### config.mk
export PLATFORM = sky130hd
export DESIGN_NAME = alu_op_sequencer
export DESIGN_NICKNAME = d
export VERILOG_FILES = /design/src/rtl/alu_op_sequencer.sv
export SDC_FILE = /design/constraint.sdc
export NUM_CORES = 1
export LEC_CHECK = 0
export BUFFER_PORTS_ARGS = -buffer_cell sky130_fd_sc_hd__buf_2
export CAP_MARGIN = 40
export CORE_MARGIN = 2
export CORE_UTILIZATION = 34
export DETAILED_ROUTE_END_ITERATION = 8
export PLACE_DENSITY = 0.66
export SLEW_MARGIN = 20
export SYNTH_ARGS = -nofsm -noshare
export SYNTH_HDL_FRONTEND = slang
export SYNTH_SLANG_ARGS = --single-unit
### constraint.sdc
create_clock -name clk -period 1.2 [get_ports clk]
set_input_delay 0 -clock clk [delete_from_list [all_inputs] [get_ports clk]]
set_output_delay 0 -clock clk [all_outputs]
set_load 0.005 [all_outputs]
### src/rtl/alu_op_sequencer.sv
// alu_op_sequencer: issues one instruction at a time to the combinational ALU.
// It captures the ALU result into the accumulator and returns it over a valid/ready handshake.
module alu_op_sequencer #(
  parameter int DATA_WIDTH  = 8,
  parameter int COUNT_WIDTH = 16
) (
  input  logic                   clk,
  input  logic                   rst_n,
  input  logic                   instr_valid,
  output logic                   instr_ready,
  input  logic [2:0]             opcode,
  input  logic                   use_acc,
  input  logic [DATA_WIDTH-1:0]  operand_a,
  input  logic [DATA_WIDTH-1:0]  operand_b,
  output logic                   alu_add,
  output logic                   alu_sub,
  output logic                   alu_and,
  output logic                   alu_or,
  output logic                   alu_xor,
  output logic                   alu_inv,
  output logic                   alu_clr,
  output logic [DATA_WIDTH-1:0]  alu_in1,
  output logic [DATA_WIDTH-1:0]  alu_in2,
  input  logic [DATA_WIDTH-1:0]  alu_out,
  input  logic                   alu_overflow,
  output logic                   result_valid,
  input  logic                   result_ready,
  output logic [DATA_WIDTH-1:0]  result,
  output logic                   result_overflow,
  output logic                   result_err,
  output logic [DATA_WIDTH-1:0]  acc,
  output logic                   sticky_ovf,
  output logic [COUNT_WIDTH-1:0] op_count
);
  typedef enum logic [1:0] {IDLE, ISSUE, RESP} state_t;
  state_t state, state_nx;
  logic [2:0] op_q;
  logic issue, illegal, clr;
  assign illegal = op_q == 3'b111;
  assign clr     = op_q == 3'b110;
  always_ff @(posedge clk or negedge rst_n)
    if (!rst_n) state <= IDLE;
    else state <= state_nx;
  always_comb begin
    state_nx     = state;
    state_nx     = (state == IDLE && instr_valid) ? ISSUE :
                   (state == ISSUE) ? RESP :
                   (state == RESP && result_ready) ? IDLE : state;
    issue        = state == ISSUE;
    instr_ready  = state == IDLE;
    result_valid = state == RESP;
    alu_add      = issue && op_q == 3'd0;
    alu_sub      = issue && op_q == 3'd1;
    alu_and      = issue && op_q == 3'd2;
    alu_or       = issue && op_q == 3'd3;
    alu_xor      = issue && op_q == 3'd4;
    alu_inv      = issue && op_q == 3'd5;
    alu_clr      = issue && op_q == 3'd6;
  end
  // Illegal and CLR ops report a zero result regardless of what the ALU drives.
  always_ff @(posedge clk or negedge rst_n)
    if (!rst_n) begin
      op_q            <= '0;
      alu_in1         <= '0;
      alu_in2         <= '0;
      result          <= '0;
      result_overflow <= 1'b0;
      result_err      <= 1'b0;
      acc             <= '0;
      sticky_ovf      <= 1'b0;
      op_count        <= '0;
    end else begin
      if (state == IDLE && instr_valid) begin
        op_q    <= opcode;
        alu_in1 <= use_acc ? acc : operand_a;
        alu_in2 <= operand_b;
      end
      if (issue) begin
        result          <= (illegal || clr) ? '0 : alu_out;
        result_overflow <= (illegal || clr) ? 1'b0 : alu_overflow;
        result_err      <= illegal;
        acc             <= illegal ? acc : clr ? '0 : alu_out;
        sticky_ovf      <= illegal ? sticky_ovf : clr ? 1'b0 : sticky_ovf | alu_overflow;
      end
      if (state == RESP && result_ready) op_count <= op_count + COUNT_WIDTH'(1);
    end
endmodule

Word-level counts from Yosys, hierarchy flattened
Index checks and enable logic that the tools add are counted.
- flip-flop bits (word level): 56
- input bits: 33
- output and inout port bits: 60
- word-level logic and storage cells: 44
- $add $sub $neg: 1
- equality and inequality tests: 9
- mux-type cells: 8
- bitwise gates (word level): 2
- reductions and logical operators: 14
- operators by type and width (cell ; number):
    $mux 8 ; 3
    $add 16x1->16 const B ; 1
    $eq 3x3->1 const B ; 4
    $logic_and 1x1->1 ; 9
    $eq 3x2->1 const B ; 2
    $mux 2 ; 3
    $eq 3x1->1 const B ; 1
    $logic_not 3->1 ; 1
    $reduce_bool 3->1 ; 1
    $eq 2x1->1 const B ; 1
    $eq 2x2->1 const B ; 1
    $logic_not 2->1 ; 1
    $mux 1 ; 2
    $reduce_and 2->1 ; 1
    $logic_or 1x1->1 ; 1
    $not 1->1 ; 1
    $or 1x1->1 ; 1

Logic depth before layout (Yosys ltp)
Gate-level depths: netlist (run 1).
- depth after elaboration: 5
- gate-level depth with buffers: 6
- gate-level depth less buffers: 5

Worst setup path before layout (run 1)
OpenSTA, ideal clock, no wires.
- path type: register to register
- start point: register state[0]
- end point: register alu_in2[0]
- library setup time: 0.125 ns
- arrival time: 1.254 ns
- required time: 1.075 ns
- slack: -0.179 ns
- cell stages (with the launch flop): 6
- buffers on the path: 2
- period minus slack after synthesis: 1.379 ns
- path through: dfrtp_1 -> nor2_2 -> and2_4 -> buf_6 -> buf_6 -> mux2_4
- longest elaborated chain between the ends: 2
- ends and longest elaborated chain (what ; RTL line ; source):
    start, declared ; 36 ; state_t state, state_nx;
    start signal, assigned ; 43 ; else state <= state_nx;
    $logic_not 2->1 ; -- ;
    named net instr_ready ; 10 ; output logic instr_ready,
    $logic_and 1x1->1 ; 73 ; if (state == IDLE && instr_valid) begin
    end signal, assigned ; 76 ; alu_in2 <= operand_b;
    end, declared ; 23 ; output logic [DATA_WIDTH-1:0] alu_in2,
The timed path passes the listed nets, and every way through them passes these cells.
A chain may end at the register's enable or synchronous reset.

Worst setup path in the final report (run 1)
- start point: register state[1]
- end point: output alu_sub
- longest elaborated chain between the ends: 2
- ends and longest elaborated chain (what ; RTL line ; source):
    $eq 2x1->1 ; 49 ; issue = state == ISSUE;
    $logic_and 1x1->1 ; 53 ; alu_sub = issue && op_q == 3'd1;
    end, declared ; 16 ; output logic alu_sub,
Every way passes these cells.

==> flow_metrics.env, run 1 <==
export IMPL_outcome="finished with violations"
export IMPL_violations_in_the_final_reports="negative setup slack"
export IMPL_worst_skew_pair_latency_ns=0.31
export IMPL_power_per_cell_area_nw_per_um2=2100
export IMPL_post_synth_top_count_cell="sky130_fd_sc_hd__dfrtp_1"
export IMPL_synthTopCellsByCount="56 x sky130_fd_sc_hd__dfrtp_1, 17 x sky130_fd_sc_hd__a22o_1, 13 x sky130_fd_sc_hd__nor2_1"
export IMPL_synth_cells=190
export IMPL_syn_num_nets=224
export IMPL_worstSetupStartpointType="flip-flop"
export IMPL_die_area_um2=7660
export IMPL_timing_hold_worst_class="in -> reg"
export IMPL_period_minus_slack_ns=1.39
export IMPL_synth_to_final_area_change_pct=60.0
export IMPL_routed_length_on_met3_um=195
export IMPL_track_usage_pct=16.3
export IMPL_post_synth_main_area_contributors="sky130_fd_sc_hd__dfrtp_1 59%, sky130_fd_sc_hd__a22o_1 6.3%, sky130_fd_sc_hd__xnor2_1 4.1%"
export IMPL_drtAntennaViolNets=0
export IMPL_num_fill_cells=590
export IMPL_grt_max_degree=43
export IMPL_clkSinkCount=56
export IMPL_yosys_most_used_dff="sky130_fd_sc_hd__dfrtp_1"
export IMPL_initial_core_util_pct=35.1
export IMPL_avgRoutedWirePerCell_um=14.6
export IMPL_worst_slew_pin_transition_ns=0.353
export IMPL_avgSynthCellArea_um2=12.5
export IMPL_mappedNetlistArea_um2=2370
export IMPL_slew_headroom_pct=76.5
export IMPL_dpl_hpwl_mm=4.24
export IMPL_core_area_um2=6760
export IMPL_yosysSeqAreaShare_pct=59.1
export IMPL_cp_arrival_ns=1.39
export IMPL_synthArstFlopShare_pct=100
export IMPL_io_buffers=92
export IMPL_final_min_period_over_clock_period_pct=116
export IMPL_critical_path_slowest_cell="sky130_fd_sc_hd__dfrtp_2"
export IMPL_dr_pass1_iters=4
export IMPL_overflow=0
export IMPL_synth_ff_latch_count=56
export IMPL_dr_iter_0_viols=71
export IMPL_slowest_delay_ns=0.45
export IMPL_cts_reportedPaths_clkPinSlew_ns=0.10
export IMPL_top_layer="met4"
export IMPL_first_global_vias=2032
export IMPL_std_cell_rows=30
export IMPL_multi_input_area_um2=1070
export IMPL_clockRootBuffer="sky130_fd_sc_hd__clkbuf_8"
export IMPL_final_nets=383
export IMPL_max_clock_path_buffers=2
export IMPL_worstPathCellList="and2b_2, buf_6, nand2_4, nor3_2, buf_2"
export IMPL_slew_violations=0
export IMPL_peak_freq_mhz=719
export IMPL_irDropWorstVdd_mv=1.12
export IMPL_tritoncts="yes"
export IMPL_antenna_cells_inserted=0
export IMPL_finalSetupViolations=50
export IMPL_critPathCaptureType="output port"
export IMPL_die_w_um=87.5
export IMPL_seq_area_um2=1410
export IMPL_power_leakage_nw=1.93
export IMPL_chipHeight_um=87.5
export IMPL_detailedPlace_worstSlack_ns=-0.167
export IMPL_synth_top_cell_area_share_pct=59.1
export IMPL_grt_first_pass_wirelength_mm=9.75
export IMPL_finClkSkew_ns=0.0131
export IMPL_final_tns_setup_ns=-4.91
export IMPL_numCtsBuffers=5
export IMPL_critical_path_required_ns=1.20
export IMPL_ctsHtreeMaxLevel=2
export IMPL_ioPinCount=93
export IMPL_worstPathBufferInverterCount=2
export IMPL_antenna_found_initial=0
export IMPL_yosys_warnings=0
export IMPL_cell_class_contributing_the_biggest_share_of_worst_path_delay="flip-flops"
export IMPL_route_met2_wl_mm=3.25
export IMPL_viasPerCell=4.70
export IMPL_finalHoldViolCount=0
export IMPL_worstSetupPathType="reg -> out"
export IMPL_route_final_wire_length_mm=6.29
export IMPL_globalplace_congestion=0.851
export IMPL_detailroute_via_count=2019
export IMPL_route_layer_met1_wl_mm=2.78
export IMPL_worst_path_max_fanout=5
export IMPL_rsz0062_at_grt="true"
export IMPL_yosys_cell_types_count=36
export IMPL_max_cap_violations=0
export IMPL_final_critical_path_setup_slack_ns=-0.190
export IMPL_leading_area_contributor_after_synthesis="sky130_fd_sc_hd__dfrtp_1"
export IMPL_post_route_drc_count=0
export IMPL_post_route_cells_drive_above_1_share_pct=54.6
export IMPL_number_of_flops_mapped_to_enable_cells_by_yosys=0
routing by layer:
metal / track usage, % / vias up
li1: - / 993
met2: 28.5 / 46
met1: 20.9 / 975
met3: 2.84 / 5
met4: 4.62 / 0
met5: 0 / -
kinds of logic after synthesis:
| logic type | after synthesis | share of synthesized area, % |
|---|---|---|
| compound gates | 32 | 9.97 |
| fa+ha+maj | 1 | 0.528 |
| xor+xnor | 15 | 5.54 |
| flops | 56 | 59.1 |
| simple gates | 55 | 12.6 |
| buf+inv | 12 | 3.22 |
| mux | 19 | 9.08 |
metrics by stage:
stage          util, %  hold slack, ns  power [mW]  instance area (um2)  cells
2_1_floorplan        -          -0.296        4.73                 2400    190
3_3_place_gp      45.6         -0.0720        6.09                 3080    374
3_5_place_dp      45.6         -0.0699        6.17                 3080    374
4_1_cts           53.4        0.000973        7.74                 3610    416
5_1_grt           56.1          0.0192        8.49                 3790    430
6_report          56.1          0.0140        7.95                 3790    430
registers in the layout (all words and copies together) (netlist names):
signal / count
op_count: 16
state: 2
op_q: 3
result_overflow: 1
result: 8
alu_in1: 8
sticky_ovf: 1
acc: 8
result_err: 1
alu_in2: 8
power by group:
group	switching (mW)	internal [mW]	leakage, nW
registers	0.511	2.62	0.690
logic	1.59	2.17	1.19
clock network	0.635	0.415	0.0404
total	2.74	5.21	1.93
path summary, 6_finish.rpt:
kind	startpoint	cells after the start	to	slack, ns
worst min register to register	op_count[15]	1	op_count[15]	0.48
worst max-delay path	state[1]	5	alu_sub	-0.19
worst min-delay path	operand_a[4]	3	alu_in1[4]	0.01
min in group asynchronous	rst_n	2	alu_in2[7]	0.12
worst max register to register	state[0]	3	alu_in2[1]	-0.15
max in group asynchronous	rst_n	3	op_q[2]	0.54
tightest hold or removal path: cells and delay by family:
kind	cells	cell delay [ns]
buf+inv	1	0.08
mux	1	0.06
compound gates	1	0.14
area by class of cell:
class                           instances  area share [%]
Sequential cell                        56            37.0
Clock inverter                          3           0.627
Clock buffer                            5            1.81
Tap cell                               80            2.64
Inverter                                2           0.198
Timing Repair Buffer                  161            29.5
Multi-Input combinational cell        123            28.2
cell usage in the layout (no fill, tap or decap), types with 5 or more instances in the layout:
master	Yosys	routed
sky130_fd_sc_hd__a21oi_1	9	8
sky130_fd_sc_hd__a22o_1	17	17
sky130_fd_sc_hd__buf_2	1	91
sky130_fd_sc_hd__buf_4	0	32
sky130_fd_sc_hd__buf_6	4	9
sky130_fd_sc_hd__clkbuf_8	0	5
sky130_fd_sc_hd__dfrtp_1	56	53
sky130_fd_sc_hd__dlygate4sd3_1	0	25
sky130_fd_sc_hd__mux2_2	8	8
sky130_fd_sc_hd__mux2i_1	8	8
sky130_fd_sc_hd__nand2_1	11	5
sky130_fd_sc_hd__nand4_1	5	5
sky130_fd_sc_hd__nor2_1	13	10
sky130_fd_sc_hd__xnor2_1	11	9
what timing repair did:
item | in CTS | in global routing
cloned | 1 | 0
hold endpoints to repair | 89 | 0
setup endpoints to repair | 53 | 61
pin swaps | 17 | 16
hold buffers | 25 | 0
buffers inserted | 8 | 16
gates resized for setup | 28 | 18
(Power assumes the default switching activity.)
==> run 2: changes to the inputs <==
--- a/config.mk
+++ b/config.mk
@@ -8,9 +8,9 @@
 export BUFFER_PORTS_ARGS = -buffer_cell sky130_fd_sc_hd__buf_2
 export CAP_MARGIN = 40
 export CORE_MARGIN = 2
-export CORE_UTILIZATION = 34
+export CORE_UTILIZATION = 40
 export DETAILED_ROUTE_END_ITERATION = 8
-export PLACE_DENSITY = 0.66
+export PLACE_DENSITY = 0.74
 export SLEW_MARGIN = 20
 export SYNTH_ARGS = -nofsm -noshare
 export SYNTH_HDL_FRONTEND = slang
==> run 2 against run 1 <==
Effect of this change:
- the flow still finishes with violations (negative setup slack)
- core utilization rose by 8.5 points
- flip-flop and latch count unchanged
- cell area fell by 0.86%
- final cell count fell by 2.1%
- register-to-register slack worse by 0.05 ns
- power up 3.9%
- routed wire length grew 3.0%
- largest power group unchanged
==> flow_metrics.env, run 2 (synthesis results as in run 1) <==
export IMPL_outcome="finished with violations"
export IMPL_violations_in_the_final_reports="negative setup slack"
export IMPL_antenna_found_initial=0
export IMPL_worstPathCellList="buf_6, and2b_1, buf_6, nand2_4, nor3_2, buf_2"
export IMPL_first_global_vias=2003
export IMPL_synth_to_final_area_change_pct=58.6
export IMPL_power_sequential_fraction_pct=38.0
export IMPL_power_per_cell_area_nw_per_um2=2200
export IMPL_power_mw=8.26
export IMPL_worst_hold_startpoint="operand_a[2]"
export IMPL_viasPerCell=4.86
export IMPL_final_critical_path_setup_slack_ns=-0.236
export IMPL_final_cell_mix="92 x sky130_fd_sc_hd__buf_2, 54 x sky130_fd_sc_hd__dfrtp_1, 27 x sky130_fd_sc_hd__dlygate4sd3_1"
export IMPL_rsz0062_at_grt="true"
export IMPL_cell_class_contributing_the_biggest_share_of_worst_path_delay="flip-flops"
export IMPL_finalHoldViolCount=0
export IMPL_post_route_drc_count=0
export IMPL_cts_reportedPaths_clkPinSlew_ns=0.10
export IMPL_finClkSkew_ns=0.0138
export IMPL_ctsHtreeMaxLevel=2
export IMPL_antenna_cells_inserted=0
export IMPL_slowest_delay_ns=0.42
export IMPL_critPathCaptureType="output port"
export IMPL_seq_area_um2=1400
export IMPL_internal_power_mw=5.48
export IMPL_mostFrequentLayoutCell="sky130_fd_sc_hd__buf_2"
export IMPL_final_nets=379
export IMPL_die_area_um2=6560
export IMPL_max_clock_path_buffers=2
export IMPL_place_detailed_instances=371
export IMPL_worstSetupPathType="reg -> out"
export IMPL_multi_input_area_um2=1030
export IMPL_share_comb_of_total_power_pct=46.8
export IMPL_grt_max_degree=57
export IMPL_critical_path_slowest_cell="sky130_fd_sc_hd__dfrtp_1"
export IMPL_hold_slack_ns=0.00761
export IMPL_io_buffers=92
export IMPL_critical_path_required_ns=1.20
export IMPL_peak_freq_mhz=696
export IMPL_numCtsBuffers=5
export IMPL_p_sw_mw=2.78
export IMPL_portion_of_total_power_attributed_to_the_clock_network_pct=15.2
export IMPL_instances_no_fill=421
export IMPL_post_route_cells_drive_above_1_share_pct=52.3
export IMPL_cp_arrival_ns=1.44
export IMPL_initial_core_util_pct=40.8
export IMPL_drtAntennaViolNets=0
export IMPL_irDropWorstVdd_mv=1.18
export IMPL_tritoncts="yes"
export IMPL_slew_headroom_pct=79.8
export IMPL_dpl_hpwl_mm=4.04
export IMPL_max_cap_violations=0
export IMPL_globalplace_congestion=0.838
export IMPL_std_cell_rows=28
export IMPL_num_fill_cells=461
export IMPL_clockRootBuffer="sky130_fd_sc_hd__clkbuf_8"
export IMPL_power_leakage_nw=1.90
export IMPL_detailedPlace_worstSlack_ns=-0.157
export IMPL_dr_iter_0_viols=84
export IMPL_worstPathBufferInverterCount=3
export IMPL_chipHeight_um=81.0
export IMPL_worst_slew_pin_transition_ns=0.304
export IMPL_dr_pass1_iters=4
export IMPL_avgRoutedWirePerCell_um=15.4
export IMPL_worstSetupStartpointType="flip-flop"
export IMPL_slew_violations=0
export IMPL_die_w_um=81.0
export IMPL_r2r_start="state[0]"
export IMPL_worst_skew_pair_latency_ns=0.32
export IMPL_track_usage_pct=19.8
export IMPL_crit_path_start="state[0]"
export IMPL_grt_first_pass_wirelength_mm=9.79
export IMPL_ioPinCount=93
export IMPL_overflow=0
export IMPL_sw_frac_of_total_pct=33.7
export IMPL_path_common_cell="sky130_fd_sc_hd__buf_6"
export IMPL_clkSinkCount=56
export IMPL_max_reg_flops=16
export IMPL_route_final_wire_length_mm=6.48
export IMPL_core_area_um2=5820
export IMPL_detailroute_via_count=2046
export IMPL_period_minus_slack_ns=1.44
export IMPL_timing_hold_worst_class="in -> reg"
export IMPL_worst_path_max_fanout=3
export IMPL_register_with_the_highest_flop_count="op_count"
export IMPL_final_min_period_over_clock_period_pct=120
export IMPL_finalSetupViolations=55
[run 2: cell types whose count changed in the layout (fill, tap and decap cells not counted), moves of 2 or more]
cell,previous run,this run
sky130_fd_sc_hd__buf_4,32,21
sky130_fd_sc_hd__buf_6,9,13
sky130_fd_sc_hd__nand2_1,5,9
sky130_fd_sc_hd__nand2_2,4,1
sky130_fd_sc_hd__nor3_2,3,6
sky130_fd_sc_hd__dlygate4sd3_1,25,27
sky130_fd_sc_hd__nand2b_1,2,0
sky130_fd_sc_hd__nand2b_4,1,3
sky130_fd_sc_hd__nor2_2,2,4
sky130_fd_sc_hd__nor3_1,2,0
[run 2: path summary, 6_finish.rpt]
| check | end | slack (ns) | depth (start not counted) |
|---|---|---|---|
| min in group asynchronous | op_count[15] | 0.20 | 3 |
| min reg2reg | op_count[15] | 0.47 | 1 |
| max reg2reg | op_count[10] | -0.20 | 5 |
| max in group asynchronous | state[1] | 0.72 | 3 |
| min | alu_in1[2] | 0.008 | 3 |
| max | alu_sub | -0.24 | 6 |
[run 2: repair_timing]
| action | in CTS | in global routing |
|---|---|---|
| gates resized for setup | 22 | 20 |
| setup endpoints to repair | 57 | 62 |
| hold endpoints to repair | 91 | 0 |
| setup buffers | 8 | 8 |
| hold buffers | 27 | 0 |
| pin swaps | 14 | 18 |
| gates cloned | 2 | 0 |
[run 2: metal layers]
layer / routed length (um) / vias to the layer above / global-route usage [%]
met1: 2700 / 1004 / 24.5
li1: - / 982 / -
met2: 3420 / 53 / 34.5
met3: 263 / 7 / 4.11
met4: 87 / 0 / 6.27
met5: 0 / - / 0
[run 2: area by class of cell]
cell class / count / share of cell area, %
Inverter: 2 / 0.200
Tap cell: 75 / 2.50
Clock inverter: 3 / 1.13
Multi-Input combinational cell: 123 / 27.5
Clock buffer: 5 / 1.83
Sequential cell: 56 / 37.3
Timing Repair Buffer: 157 / 29.5
[run 2: stage by stage]
| step | util (%) | TNS (ns) | area [um2] |
|---|---|---|---|
| floorplan | - | -1.68 | 2400 |
| global placement | 53.2 | -1.34 | 3090 |
| detailed placement | 53.2 | -2.86 | 3090 |
| CTS | 62.7 | -6.20 | 3650 |
| global route | 64.7 | -9.25 | 3760 |
| finish | 64.7 | -5.30 | 3760 |
[run 2: power groups by stage]
stage	sequential, mW	combinational [mW]	clock [mW]
6_report	3.14	3.87	1.25
4_1_cts	3.12	3.60	1.27
5_1_grt	3.24	4.21	1.34
2_1_floorplan	3.17	1.57	0
3_3_place_gp	3.15	2.95	0
3_5_place_dp	3.14	3.05	0
[run 2: tightest hold or removal path: cells and delay by family]
| kind | cells | cell delay (ns) |
|---|---|---|
| multiplexers | 1 | 0.06 |
| buffers and inverters | 1 | 0.08 |
| AO/OA/AOI/OAI | 1 | 0.14 |
